File: config.mk
export PLATFORM = sky130hd
export DESIGN_NAME = goc_pwm_tx
export DESIGN_NICKNAME = d
export VERILOG_FILES = /design/src/rtl/goc_pwm_tx.sv
export SDC_FILE = /design/constraint.sdc
export NUM_CORES = 1
export LEC_CHECK = 0
export CAP_MARGIN = 25
export CORE_ASPECT_RATIO = 1.2
export CORE_UTILIZATION = 50
export DETAILED_ROUTE_END_ITERATION = 12
export GPL_TIMING_DRIVEN = 0
export HOLD_SLACK_MARGIN = 0.03
export PLACE_DENSITY = 0.71
export SYNTH_ARGS = -nofsm -noshare
export SYNTH_HDL_FRONTEND = slang
export SYNTH_SLANG_ARGS = --single-unit
File: constraint.sdc
create_clock -name clk -period 3.8 [get_ports clk]
set_input_delay 1.14 -clock clk [delete_from_list [all_inputs] [get_ports clk]]
set_output_delay 1.14 -clock clk [all_outputs]
set_load 0.01 [all_outputs]
File: src/rtl/goc_pwm_tx.sv
// goc_pwm_tx: GOC pulse-width line encoder fed from a show-ahead FIFO
//
// Ports:
//   clk           rising-edge clock
//   reset         synchronous, active-high reset
//   fifo_din      FIFO head: [7:0] data byte, [8] marker (popped, not sent)
//   fifo_empty    high when the FIFO has no entry
//   fifo_RE       pop strobe, high for the LOAD cycle that consumes the head
//   start_tx      one-cycle frame start request (ignored while busy)
//   base_counter  phase length minus one in clocks (0 behaves as 1)
//   PWM_OUT       registered GOC line, idle low
//   busy          high whenever the FSM is outside IDLE
//   tx_done       one-cycle pulse in the cycle after DONE
//
// Each bit is three phases of P clocks: '1' = H H L, '0' = H L L, MSB first.
// Optional build macro GOC_PREAMBLE_EN adds a run of PREAMBLE_BITS '1' bits
// before the first byte.
module goc_pwm_tx #(
    parameter int PREAMBLE_BITS = 16
) (
    input  logic        clk,
    input  logic        reset,
    input  logic [8:0]  fifo_din,
    input  logic        fifo_empty,
    output logic        fifo_RE,
    input  logic        start_tx,
    input  logic [21:0] base_counter,
    output logic        PWM_OUT,
    output logic        busy,
    output logic        tx_done
);
    // One bit counter serves both the byte and the preamble run.
    localparam int CW = $clog2(PREAMBLE_BITS > 8 ? PREAMBLE_BITS : 8);

    typedef enum logic [2:0] {
        IDLE,
`ifdef GOC_PREAMBLE_EN
        PREAMBLE,
`endif
        LOAD,
        SHIFT,
        DONE
    } state_t;

    state_t        state;
    logic [21:0]   plen;
    logic [21:0]   pcnt;
    logic [1:0]    ph;
    logic [CW-1:0] bcnt;
    logic [7:0]    sreg;
    logic          cur_bit;
    logic          phase_end;
    logic          stream_end;

`ifdef GOC_PREAMBLE_EN
    assign cur_bit = state == PREAMBLE || sreg[7];
`else
    assign cur_bit = sreg[7];
`endif
    // plen holds P-1, already clamped to at least 1.
    assign phase_end = pcnt == plen;
    // LOAD takes the place of the final low clock of a bit stream, so the
    // stream hands over one clock early and bytes follow with no gap.
    assign stream_end = ph == 2'd2 && bcnt == '0 && pcnt == plen - 22'd1;
    assign fifo_RE = state == LOAD && !fifo_empty && !reset;

    always_ff @(posedge clk) begin
        if (reset) begin
            state   <= IDLE;
            PWM_OUT <= 1'b0;
            busy    <= 1'b0;
            tx_done <= 1'b0;
            plen    <= '0;
            pcnt    <= '0;
            ph      <= '0;
            bcnt    <= '0;
            sreg    <= '0;
        end else begin
            tx_done <= 1'b0;
            case (state)
                IDLE: if (start_tx) begin
                    plen <= base_counter == '0 ? 22'd1 : base_counter;
                    busy <= 1'b1;
                    pcnt <= '0;
                    ph   <= '0;
`ifdef GOC_PREAMBLE_EN
                    bcnt    <= CW'(PREAMBLE_BITS - 1);
                    PWM_OUT <= 1'b1;
                    state   <= PREAMBLE;
`else
                    state <= LOAD;
`endif
                end
                LOAD: if (fifo_empty) begin
                    state <= DONE;
                end else if (!fifo_din[8]) begin
                    state   <= SHIFT;
                    sreg    <= fifo_din[7:0];
                    bcnt    <= CW'(7);
                    pcnt    <= '0;
                    ph      <= '0;
                    PWM_OUT <= 1'b1;
                end
                DONE: begin
                    state   <= IDLE;
                    busy    <= 1'b0;
                    tx_done <= 1'b1;
                end
                default: if (stream_end) begin
                    state <= LOAD;
                end else if (!phase_end) begin
                    pcnt <= pcnt + 22'd1;
                end else begin
                    pcnt <= '0;
                    if (ph == 2'd2) begin
                        ph      <= '0;
                        bcnt    <= bcnt - 1'b1;
                        sreg    <= {sreg[6:0], 1'b0};
                        PWM_OUT <= 1'b1;
                    end else begin
                        ph      <= ph + 2'd1;
                        PWM_OUT <= ph == 2'd0 && cur_bit;
                    end
                end
            endcase
        end
    end
endmodule

==> out/summary.txt <==
Critical Path End Type -> flop
Nets -> 593
Largest family of logic cells by synthesized area -> simple AND/OR/NAND/NOR gates
Synth Register Bits -> 63
CP max stage cell -> a211oi_1
Hold wc startpoint -> sreg[0]
Largest net degree at the start of global routing -> 12
Clock Latency Late Sink -> 0.34 ns
Post-synthesis simple-gate area fraction -> 0.3197
Max-cap violations -> 0
Status -> completed
Fin util -> 0.6033
Die area -> 0.008292 mm2
IO Pins -> 39
CTS hold repair buffers -> 0
Vias per cell -> 5.856
FMAX -> 278.1 MHz
Cell Rows -> 35
Initial DRT Pass Iterations -> 5
Fillers -> 722
Die Width -> 83.29 um
P per Cell Area -> 556.5 mW/mm2
Worst Skew -> 0.01203 ns
Root buf cell -> clkbuf_8
Worst slew pin tran -> 0.9339 ns
Detail Placement HPWL -> 8021 um
Die Span Y -> 99.55 um
Core box area -> 0.007664 mm2
Final Max Slew Viols -> 0
Bufs on Longest Clock Path -> 2
First-pass GRT wire length -> 16,680 um
GP Congestion -> 0.8850
Reg2Reg Launch Point -> pcnt[2]
WS Path Type -> in2reg
Total CTS buffers -> 9
Xor and xnor area share after synthesis -> 0.07668
Synth warn -> 0
Share of layout cells above drive strength 1 -> 0.07914
Critical Path Source -> fifo_empty
CP peak stage delay -> 0.80 ns
Post-DRT Antenna Nets -> 0
Tcrit/Tclk final -> 0.9463
Post-synthesis sequential area ratio -> 0.3181
Mux share of post-synthesis cell area -> 0.03061
CTS Sinks -> 63
Synthesized area -> 0.003965 mm2
Worst Path Required -> 4.07 ns
Mean post-synth cell area -> 7.867 um2
Worst-path maximum fanout -> 10
Netlist cell types -> 68
Buffers added on ports -> 37
Initial DRC Count -> 164
Worst slew margin -> 0.3736
Vias in the first global route -> 3,354
RSZ-0062 raised after global routing -> no
Post-Synthesis Cells -> 504
Min Clock Period, post-route -> 3.596 ns
Syn nets -> 546
Synth Area in Compound Gates -> 0.1796
Global route overflow -> 0
Initial core utilization -> 0.5174
Most used DFF post-synth -> dfxtp_1
CTS tree -> yes
# H-tree levels -> 3
Ant. Diodes -> 0
Static leakage -> 1.686 nW
Hold slack -> 0.4585 ns
Initial antenna violation count -> 0
Asr flop ratio synth -> 0
Setup Viol. Count Final -> 0
Clk slew on worst S/H paths -> 0.08 ns
Final hold violations -> 0
Post-synthesis adder-cell area fraction -> 0.02209
Number of remaining DRC errors -> 0
Maximum vdd drop -> 0.0003441 V
EDFF count, synth -> 0
Area grow syn2layout -> 16.60%
CP Launch Type -> primary input
Total GRT Usage -> 0.2536
CP cell instances -> clkdlybuf4s50_1, or2_2, a211oi_1, nand3_1, clkbuf_1, or4_1, a21oi_1
Post-DR wirelength/cell -> 15.80 um
Routed via count -> 3,795
Hold Path Class -> reg2reg
Crit path DAT -> 3.87 ns
Routed WL -> 10,240 um
## layer usage
| metal | vias up | part of all wire | global-route usage |
|---|---|---|---|
| li1 | 1907 | - | - |
| met1 | 1783 | 0.46 | 0.3294 |
| met2 | 89 | 0.47 | 0.4161 |
| met3 | 16 | 0.042 | 0.04149 |
| met4 | 0 | 0.022 | 0.1101 |
| met5 | - | 0 | 0 |
## worst paths after layout
| path | endpoint | slack [ns] | depth (start not counted) |
|---|---|---|---|
| max | pcnt[19] | 0.20 | 7 |
| min | sreg[0] | 0.46 | 2 |
| min reg2reg | sreg[0] | 0.46 | 2 |
| max reg2reg | pcnt[13] | 0.52 | 10 |
## report_power, final
| group | internal [mW] | switching, mW |
|---|---|---|
| logic | 0.491 | 0.731 |
| registers | 0.732 | 0.0880 |
| clock network | 0.253 | 0.277 |
| total | 1.48 | 1.10 |
## Yosys cell counts, types with 3 or more instances
cell type,instances,area share
nand4b_1,3,0.0066
nor4_4,3,0.016
a31oi_1,3,0.0047
nor3b_1,3,0.0057
and2_1,5,0.0079
dfxtp_1,63,0.32
or3_1,7,0.011
a21oi_1,51,0.064
nand4_1,14,0.022
inv_1,14,0.013
a311oi_1,3,0.0066
or2_2,3,0.0047
and3_1,5,0.0079
nand3_1,7,0.0088
xor2_1,12,0.027
clkbuf_1,26,0.025
nor4_1,9,0.014
o31ai_1,9,0.017
o21ai_0,11,0.014
a211oi_1,7,0.013
ha_1,7,0.022
nand2_1,77,0.073
nor2_1,40,0.038
buf_2,4,0.0050
buf_6,3,0.0085
nor3_1,10,0.013
o211ai_1,3,0.0057
nand3b_1,3,0.0057
xnor2_1,20,0.044
mux2i_1,11,0.028
nand2b_1,8,0.013
nor2b_1,6,0.0095
or4_1,13,0.025
## area by class of cell
| cell class | count | area, um2 | share of cell area |
|---|---|---|---|
| multi-input combinational | 393 | 2492 | 0.5391 |
| sequential | 63 | 1261 | 0.2728 |
| timing repair buffer | 37 | 370.4 | 0.08011 |
| buffer | 33 | 156.4 | 0.03383 |
| clock buffer | 11 | 141.4 | 0.03058 |
| tap | 92 | 115.1 | 0.02490 |
| inverter | 14 | 52.55 | 0.01137 |
| clock inverter | 5 | 33.78 | 0.007307 |
## placed cells by master, fill, tap and decap left out, types with 8 or more instances in the layout
cell,netlist,layout
nand2_1,77,77
dfxtp_1,63,63
a21oi_1,51,51
nor2_1,40,40
clkdlybuf4s50_1,0,37
clkbuf_1,26,25
xnor2_1,20,20
inv_1,14,14
nand4_1,14,14
or4_1,13,13
xor2_1,12,12
o21ai_0,11,11
mux2i_1,11,11
nor3_1,10,10
clkbuf_8,0,10
nor4_1,9,9
o31ai_1,9,9
nand2b_1,8,8
## logic make-up (layout without fill, tap and decap cells)
family / after synthesis / count (layout)
adder cells (fa/ha/maj): 7 / 7
flip-flops: 63 / 63
AO/OA/AOI/OAI: 110 / 110
buffers and inverters: 48 / 100
multiplexers: 12 / 12
XOR/XNOR: 33 / 33
AND/OR/NAND/NOR: 231 / 231
## what timing repair did
item	CTS	global route
endpoints found under the setup margin	1	1
gates resized for setup	1	0
setup buffers	0	0
## flip-flops by register name, indices dropped and copies added, names as in the netlist
register and count:
bcnt 4, pcnt 22, state 2, tx_done 1, busy 1, PWM_OUT 1, sreg 8, plen 22
ph 2
## worst max-delay path: cells and delay by family
family / cells / cell delay, ns
simple gates: 3 / 1.06
compound gates: 2 / 0.95
buf+inv: 2 / 0.72
## stage by stage
| step | TNS, ns | cells | area, um2 | setup WS [ns] | power (mW) |
|---|---|---|---|---|---|
| floorplan | 0 | 504 | 3965 | 0.8088 | 1.738 |
| finish | 0 | 648 | 4623 | 0.2041 | 2.573 |
| global route | 0 | 648 | 4623 | 0.03180 | 2.739 |
| global placement | -0.4530 | 633 | 4451 | -0.05232 | 2.030 |
| CTS | 0 | 649 | 4627 | 0.002697 | 2.572 |
| detailed placement | -0.8326 | 633 | 4451 | -0.1041 | 2.047 |
No activity file was read; power rests on OpenSTA's default activity.
